===== config.mk =====
export PLATFORM = sky130hd
export DESIGN_NAME = wifi_rx_fifo_flat
export DESIGN_NICKNAME = d
export VERILOG_FILES = /design/src/rtl/wifi_rx_pkg.sv /design/src/rtl/wifi_rx_fifo_if.sv /design/src/rtl/wifi_rx_fifo_mem.sv /design/src/rtl/wifi_rx_fifo.sv /design/src/flat_wrapper.sv
export SDC_FILE = /design/constraint.sdc
export NUM_CORES = 1
export LEC_CHECK = 0
export CAP_MARGIN = 20
export CORE_ASPECT_RATIO = 0.7
export CORE_MARGIN = 5
export CORE_UTILIZATION = 46
export DETAILED_ROUTE_END_ITERATION = 10
export GPL_ROUTABILITY_DRIVEN = 0
export PLACE_DENSITY = 0.62
export SLEW_MARGIN = 20
export SYNTH_ARGS = -nofsm -noshare
export SYNTH_HDL_FRONTEND = slang
export SYNTH_SLANG_ARGS = --single-unit
export TNS_END_PERCENT = 100

===== constraint.sdc =====
create_clock -name clk -period 12.71 [get_ports clk]
set_input_delay 2.542 -clock clk [delete_from_list [all_inputs] [get_ports clk]]
set_output_delay 2.542 -clock clk [all_outputs]
set_load 0.02 [all_outputs]

===== src/rtl/wifi_rx_pkg.sv =====
// Shared defaults and width helpers for the WiFi RX word FIFO.
package wifi_rx_pkg;
  localparam int DATA_WIDTH_DEF = 32;
  localparam int DEPTH_DEF      = 8;
  localparam int LVL_W_DEF      = $clog2(DEPTH_DEF) + 1;

  // Pointer width for a power-of-two depth; level needs one bit more.
  function automatic int ptr_w(input int depth);
    return $clog2(depth);
  endfunction
endpackage


===== src/rtl/wifi_rx_fifo_if.sv =====
// Deserializer/bus-side bundle of the RX FIFO: write strobe, read port, control and status.
interface wifi_rx_fifo_if #(
  parameter int DATA_WIDTH = 32,
  parameter int DEPTH      = 8
);
  logic                    wr_valid;
  logic [DATA_WIDTH-1:0]   wr_data;
  logic                    rd_en;
  logic                    flush;
  logic [$clog2(DEPTH):0]  thresh;
  logic                    en_irq;
  logic                    clear_irq;
  logic [DATA_WIDTH-1:0]   rd_data;
  logic                    rd_valid;
  logic [$clog2(DEPTH):0]  level;
  logic                    empty;
  logic                    full;
  logic                    overflow;
  logic                    irq;

  modport master (
    output wr_valid, wr_data, rd_en, flush, thresh, en_irq, clear_irq,
    input  rd_data, rd_valid, level, empty, full, overflow, irq
  );

  modport slave (
    input  wr_valid, wr_data, rd_en, flush, thresh, en_irq, clear_irq,
    output rd_data, rd_valid, level, empty, full, overflow, irq
  );
endinterface


===== src/rtl/wifi_rx_fifo_mem.sv =====
// Simple dual-port storage: synchronous write, registered read. Array itself is never cleared.
module wifi_rx_fifo_mem #(
  parameter int DATA_WIDTH = 32,
  parameter int DEPTH      = 8,
  parameter int AW         = $clog2(DEPTH)
) (
  input  logic                  clk,
  input  logic                  reset,
  input  logic                  we,
  input  logic [AW-1:0]         waddr,
  input  logic [DATA_WIDTH-1:0] wdata,
  input  logic                  re,
  input  logic [AW-1:0]         raddr,
  output logic [DATA_WIDTH-1:0] rdata
);
  logic [DATA_WIDTH-1:0] ram [DEPTH];

  always_ff @(posedge clk) begin
    if (we) ram[waddr] <= wdata;
  end

  // A read and write to the same slot (full with concurrent read/write) returns the old word.
  always_ff @(posedge clk) begin
    if (reset)   rdata <= '0;
    else if (re) rdata <= ram[raddr];
  end
endmodule


===== src/rtl/wifi_rx_fifo.sv =====
// RX word FIFO between deserializer and bus: pointers, level, overflow and threshold interrupt.
module wifi_rx_fifo
  import wifi_rx_pkg::*;
#(
  parameter int DATA_WIDTH = DATA_WIDTH_DEF,
  parameter int DEPTH      = DEPTH_DEF
) (
  input  logic           clk,
  input  logic           reset,
  wifi_rx_fifo_if.slave  bus
);
  localparam int PTR_W = ptr_w(DEPTH);
  localparam int LVL_W = PTR_W + 1;

  logic [PTR_W-1:0] wr_ptr, rd_ptr;
  logic [LVL_W-1:0] level;
  logic             empty, full;
  logic             do_rd, do_wr, drop;
  logic             overflow, irq, rd_vld;
  logic             irq_cond;

  assign empty = (level == '0);
  assign full  = (level == LVL_W'(DEPTH));

  // Flush overrides everything; a write into a full FIFO only lands when a read frees a slot.
  assign do_rd = bus.rd_en && !empty && !bus.flush;
  assign do_wr = bus.wr_valid && (!full || do_rd) && !bus.flush;
  assign drop  = bus.wr_valid && full && !do_rd && !bus.flush;

  assign irq_cond = bus.en_irq &&
                    (((bus.thresh != '0) && (level >= bus.thresh)) || overflow);

  always_ff @(posedge clk) begin
    if (reset || bus.flush) begin
      wr_ptr <= '0;
      rd_ptr <= '0;
      level  <= '0;
      rd_vld <= 1'b0;
    end else begin
      if (do_wr) wr_ptr <= wr_ptr + PTR_W'(1);
      if (do_rd) rd_ptr <= rd_ptr + PTR_W'(1);
      rd_vld <= do_rd;
      case ({do_wr, do_rd})
        2'b10:   level <= level + LVL_W'(1);
        2'b01:   level <= level - LVL_W'(1);
        default: level <= level;
      endcase
    end
  end

  always_ff @(posedge clk) begin
    if (reset || bus.flush)  overflow <= 1'b0;
    else if (drop)           overflow <= 1'b1;
    else if (bus.clear_irq)  overflow <= 1'b0;
  end

  // Clear wins for one cycle; a persisting condition re-arms on the following edge.
  always_ff @(posedge clk) begin
    if (reset || bus.flush)  irq <= 1'b0;
    else if (bus.clear_irq)  irq <= 1'b0;
    else if (irq_cond)       irq <= 1'b1;
  end

  wifi_rx_fifo_mem #(
    .DATA_WIDTH (DATA_WIDTH),
    .DEPTH      (DEPTH),
    .AW         (PTR_W)
  ) u_mem (
    .clk   (clk),
    .reset (reset),
    .we    (do_wr),
    .waddr (wr_ptr),
    .wdata (bus.wr_data),
    .re    (do_rd),
    .raddr (rd_ptr),
    .rdata (bus.rd_data)
  );

  assign bus.rd_valid = rd_vld;
  assign bus.level    = level;
  assign bus.empty    = empty;
  assign bus.full     = full;
  assign bus.overflow = overflow;
  assign bus.irq      = irq;
endmodule


===== src/flat_wrapper.sv =====
// flat-port wrapper written by rule: the top's interface ports become plain ports
module wifi_rx_fifo_flat import wifi_rx_pkg::*;
#(
  parameter int DATA_WIDTH = DATA_WIDTH_DEF,
  parameter int DEPTH      = DEPTH_DEF
)
  (clk, reset, bus_wr_valid, bus_wr_data, bus_rd_en, bus_flush, bus_thresh, bus_en_irq, bus_clear_irq, bus_rd_data, bus_rd_valid, bus_level, bus_empty, bus_full, bus_overflow, bus_irq);
  wifi_rx_fifo_if #(.DATA_WIDTH(DATA_WIDTH), .DEPTH(DEPTH)) bus_i ();
  input  logic clk;
  input  logic reset;
  input wire logic [$bits(bus_i.wr_valid)-1:0] bus_wr_valid;
  input wire logic [$bits(bus_i.wr_data)-1:0] bus_wr_data;
  input wire logic [$bits(bus_i.rd_en)-1:0] bus_rd_en;
  input wire logic [$bits(bus_i.flush)-1:0] bus_flush;
  input wire logic [$bits(bus_i.thresh)-1:0] bus_thresh;
  input wire logic [$bits(bus_i.en_irq)-1:0] bus_en_irq;
  input wire logic [$bits(bus_i.clear_irq)-1:0] bus_clear_irq;
  output wire logic [$bits(bus_i.rd_data)-1:0] bus_rd_data;
  output wire logic [$bits(bus_i.rd_valid)-1:0] bus_rd_valid;
  output wire logic [$bits(bus_i.level)-1:0] bus_level;
  output wire logic [$bits(bus_i.empty)-1:0] bus_empty;
  output wire logic [$bits(bus_i.full)-1:0] bus_full;
  output wire logic [$bits(bus_i.overflow)-1:0] bus_overflow;
  output wire logic [$bits(bus_i.irq)-1:0] bus_irq;
  assign bus_i.wr_valid = bus_wr_valid;
  assign bus_i.wr_data = bus_wr_data;
  assign bus_i.rd_en = bus_rd_en;
  assign bus_i.flush = bus_flush;
  assign bus_i.thresh = bus_thresh;
  assign bus_i.en_irq = bus_en_irq;
  assign bus_i.clear_irq = bus_clear_irq;
  assign bus_rd_data = bus_i.rd_data;
  assign bus_rd_valid = bus_i.rd_valid;
  assign bus_level = bus_i.level;
  assign bus_empty = bus_i.empty;
  assign bus_full = bus_i.full;
  assign bus_overflow = bus_i.overflow;
  assign bus_irq = bus_i.irq;
  wifi_rx_fifo #(.DATA_WIDTH(DATA_WIDTH), .DEPTH(DEPTH)) u_core (.clk(clk), .reset(reset), .bus(bus_i));
endmodule

==> flow_summary.toml <==
[setup_path]
max_stage_delay_ps = 610
worstSetupPathType = "in2reg"
worstRegToRegCells = 9
crit_family = "simple AND/OR/NAND/NOR gates"
cp.arrival_ps = 5580
endpoint_kind = "register"
required_ps = 13180
reg2reg_from = "u_core.bus.level[0]$_SDFFE_PP0P_"
crit_path_max_fanout = 30
crit_path_cell_trace = "clkdlybuf4s50_1, and2b_1, and2_4, ha_1, xor2_1, ha_1, a21oi_1, xor2_1, or3_1, a21oi_1"
timing.rr.end = "u_core.bus.level[2]$_SDFFE_PP0P_"
critical_path_buf_inv_count = 1
slowest_stage = "clkdlybuf4s50_1"
ff2ff_setup_slack_ps = 9750
start_kind = "primary input"

[power]
ir_worst_vdd_v = 0.000119
p_per_area_nw_per_um2 = 142
power.total_mw = 1.92
leakage_nw = 4.26

[timing]
whs_ps = 486
setup_viol = 0
tns_ps = 0
worst_pin_slew_ps = 910
slew_headroom_pct = 39.0
slew_violations = 0
fmax_ghz = 0.195
post-route-period-util_pct = 40.2
period_needed_ps = 5120
clock_skew_ps = 17.0
rsz0062_at_grt = "no"
hold_viol = 0

[cells_and_area]
multi_input_area_um2 = 2690
area_delta_synth_final_pct = 18.1
drive_gt1_share_pct = 23.1
nFillCells = 1911
nNetsFinal = 729
mostFrequentLayoutCells = "edfxtp_1 (256), clkdlybuf4s50_1 (82), mux4_2 (64), dfxtp_1 (43), nor2_1 (30)"
fin_area_um2 = 13600
diodes = 0
regArea_um2 = 8590
final_common_cell = "edfxtp_1"

[grt]
antenna_found_initial = 1
grt_max_degree = 47
grt_pass1_vias = 5985
grt.total_usage_pct = 16.2
grt_overflow_total = 0
grt_pass1_wl_um = 35300

[clock_tree]
root_buffer = "clkbuf_16"
cts_buffers = 29
cts-resized-gates = 0
clk_pin_slew_ps = 70
cts_setup_buffers = 0
htree_levels = 1
tritoncts = "done"
hold_buffers = 0
clkLatencyLatePin_ps = 540
cts_max_path_buffers = 3
clkSinkCount = 301

[routing]
dr.pass1.iters = 4
wirelength_um = 22600
drc = 0
wl_per_cell_um = 22.1
postRouteAntennaNets = 0
via_per_inst = 5.46
vias = 5595
drt_iter0_drc = 381

[die]
fp.dieH_um = 142
start_util_pct = 46.7
pin_count = 84
core_um2 = 24600
die_x_um = 199
die_area_um2 = 28300
row_count = 48

[logic_synthesis]
synth_nets = 634
synth_xor_area_share_pct = 0.534
synth_top_family_by_area = "multiplexers"
synth_area_um2 = 11500
avgSynthCellArea_um2 = 19.7
synth_seq_area_share_pct = 74.8
synthCells = 582
synth.area.mux_share_pct = 12.7
yosys_most_used_dff = "edfxtp_1"
yosysUniqueCellTypes = 41
synth_fa_ha_area_share_pct = 0.980
synth-simple-area-share_pct = 5.70
yosysWarnings = 0
async_reset_ff_share_pct = 0
synth_compound_gate_area_share_pct = 3.08
synth_edf_count = 256
ys_ff_latch = 301

[worst_hold_path]
hold_end = "u_core.bus.irq$_SDFFE_PP0P_"
hp-start = "u_core.bus.irq$_SDFFE_PP0P_"
hold_depth = 1
hold_class = "reg2reg"

[outcome]
outcome = "completed"

[placed_design]
io_buffers = 83
dp.final_hpwl_um = 12800
dpl_cell_area_um2 = 12600

[run]
max-cap-violations = 0
==> state kept, by name (all words and copies together), names as in the netlist <==
| signal | cells |
|---|---|
| u_core.bus.overflow | 1 |
| u_core.bus.rd_valid | 1 |
| u_core.u_mem.ram | 256 |
| u_core.rd_ptr | 3 |
| u_core.bus.level | 4 |
| u_core.u_mem.rdata | 32 |
| u_core.bus.irq | 1 |
| u_core.wr_ptr | 3 |
==> cell families (layout without fill, tap and decap cells) <==
family	after synthesis	after routing
simple gates	102	102
buf+inv	45	163
compound gates	52	52
fa+ha+maj	9	9
mux	66	66
flops	301	301
xor+xnor	7	7
==> worst max path at each step <==
stage                         start                          endpoint  slack (ps)  cells after the start
after floorplan           bus_flush  u_core.u_mem.ram[0][0]$_DFFE_PP_        6360                      3
after global placement    bus_rd_en  u_core.bus.level[2]$_SDFFE_PP0P_        7200                     10
after detailed placement  bus_rd_en  u_core.bus.level[2]$_SDFFE_PP0P_        7110                     10
after CTS                 bus_rd_en  u_core.bus.level[2]$_SDFFE_PP0P_        7670                     10
after global routing      bus_rd_en  u_core.bus.level[2]$_SDFFE_PP0P_        7500                     10
final                     bus_rd_en  u_core.bus.level[2]$_SDFFE_PP0P_        7590                     10
==> report_power, final <==
group,total [mW],switching [mW],internal (mW),leakage (nW)
combinational,0.0642,0.0348,0.0294,1.16
sequential,1.08,0.00434,1.08,2.68
clock,0.777,0.351,0.426,0.416
==> synth_stat cells (8+ instances only) <==
| master | count | area [µm²] |
|---|---|---|
| nor3_1 | 20 | 100 |
| inv_1 | 14 | 52.6 |
| clkbuf_1 | 12 | 45.0 |
| nor2_1 | 33 | 124 |
| nor2_4 | 10 | 113 |
| mux4_2 | 64 | 1440 |
| dfxtp_1 | 45 | 901 |
| edfxtp_1 | 256 | 7690 |
| buf_2 | 8 | 40.0 |
| nor3_2 | 12 | 120 |
| o22ai_1 | 28 | 175 |
| ha_1 | 9 | 113 |
| o21ai_0 | 8 | 40.0 |
==> area by class of cell <==
cell class / count / share of cell area (%)
Sequential cell: 301 / 63.4
Multi-Input combinational cell: 236 / 19.9
Timing Repair Buffer: 95 / 7.08
Clock buffer: 36 / 5.62
Inverter: 14 / 0.387
Clock inverter: 18 / 0.710
Tap cell: 325 / 3.00
==> metrics by stage <==
step	setup slack, ps	utilization [%]	std cells
floorplan	6360	-	582
global placement	7200	51.3	968
detailed placement	7110	51.3	968
CTS	7670	54.8	1022
global route	7500	55.1	1025
finish	7590	55.1	1025
==> worst register-to-register path, cell delays in order (launching register included) <==
cell and delay [ps]:
dfxtp_1 410, or4_4 640, and2_4 360, ha_1 350, xor2_1 180, ha_1 200
a21oi_1 180, xor2_1 110, or3_1 320, a21oi_1 160
==> metal layers <==
layer	vias up	track usage, %	part of all wire (%)
li1	2542	-	-
met2	141	24.8	45
met4	2	2.81	1.5
met3	29	3.24	5.7
met1	2881	24.9	47
met5	-	0	0.057
(Power assumes the default switching activity.)
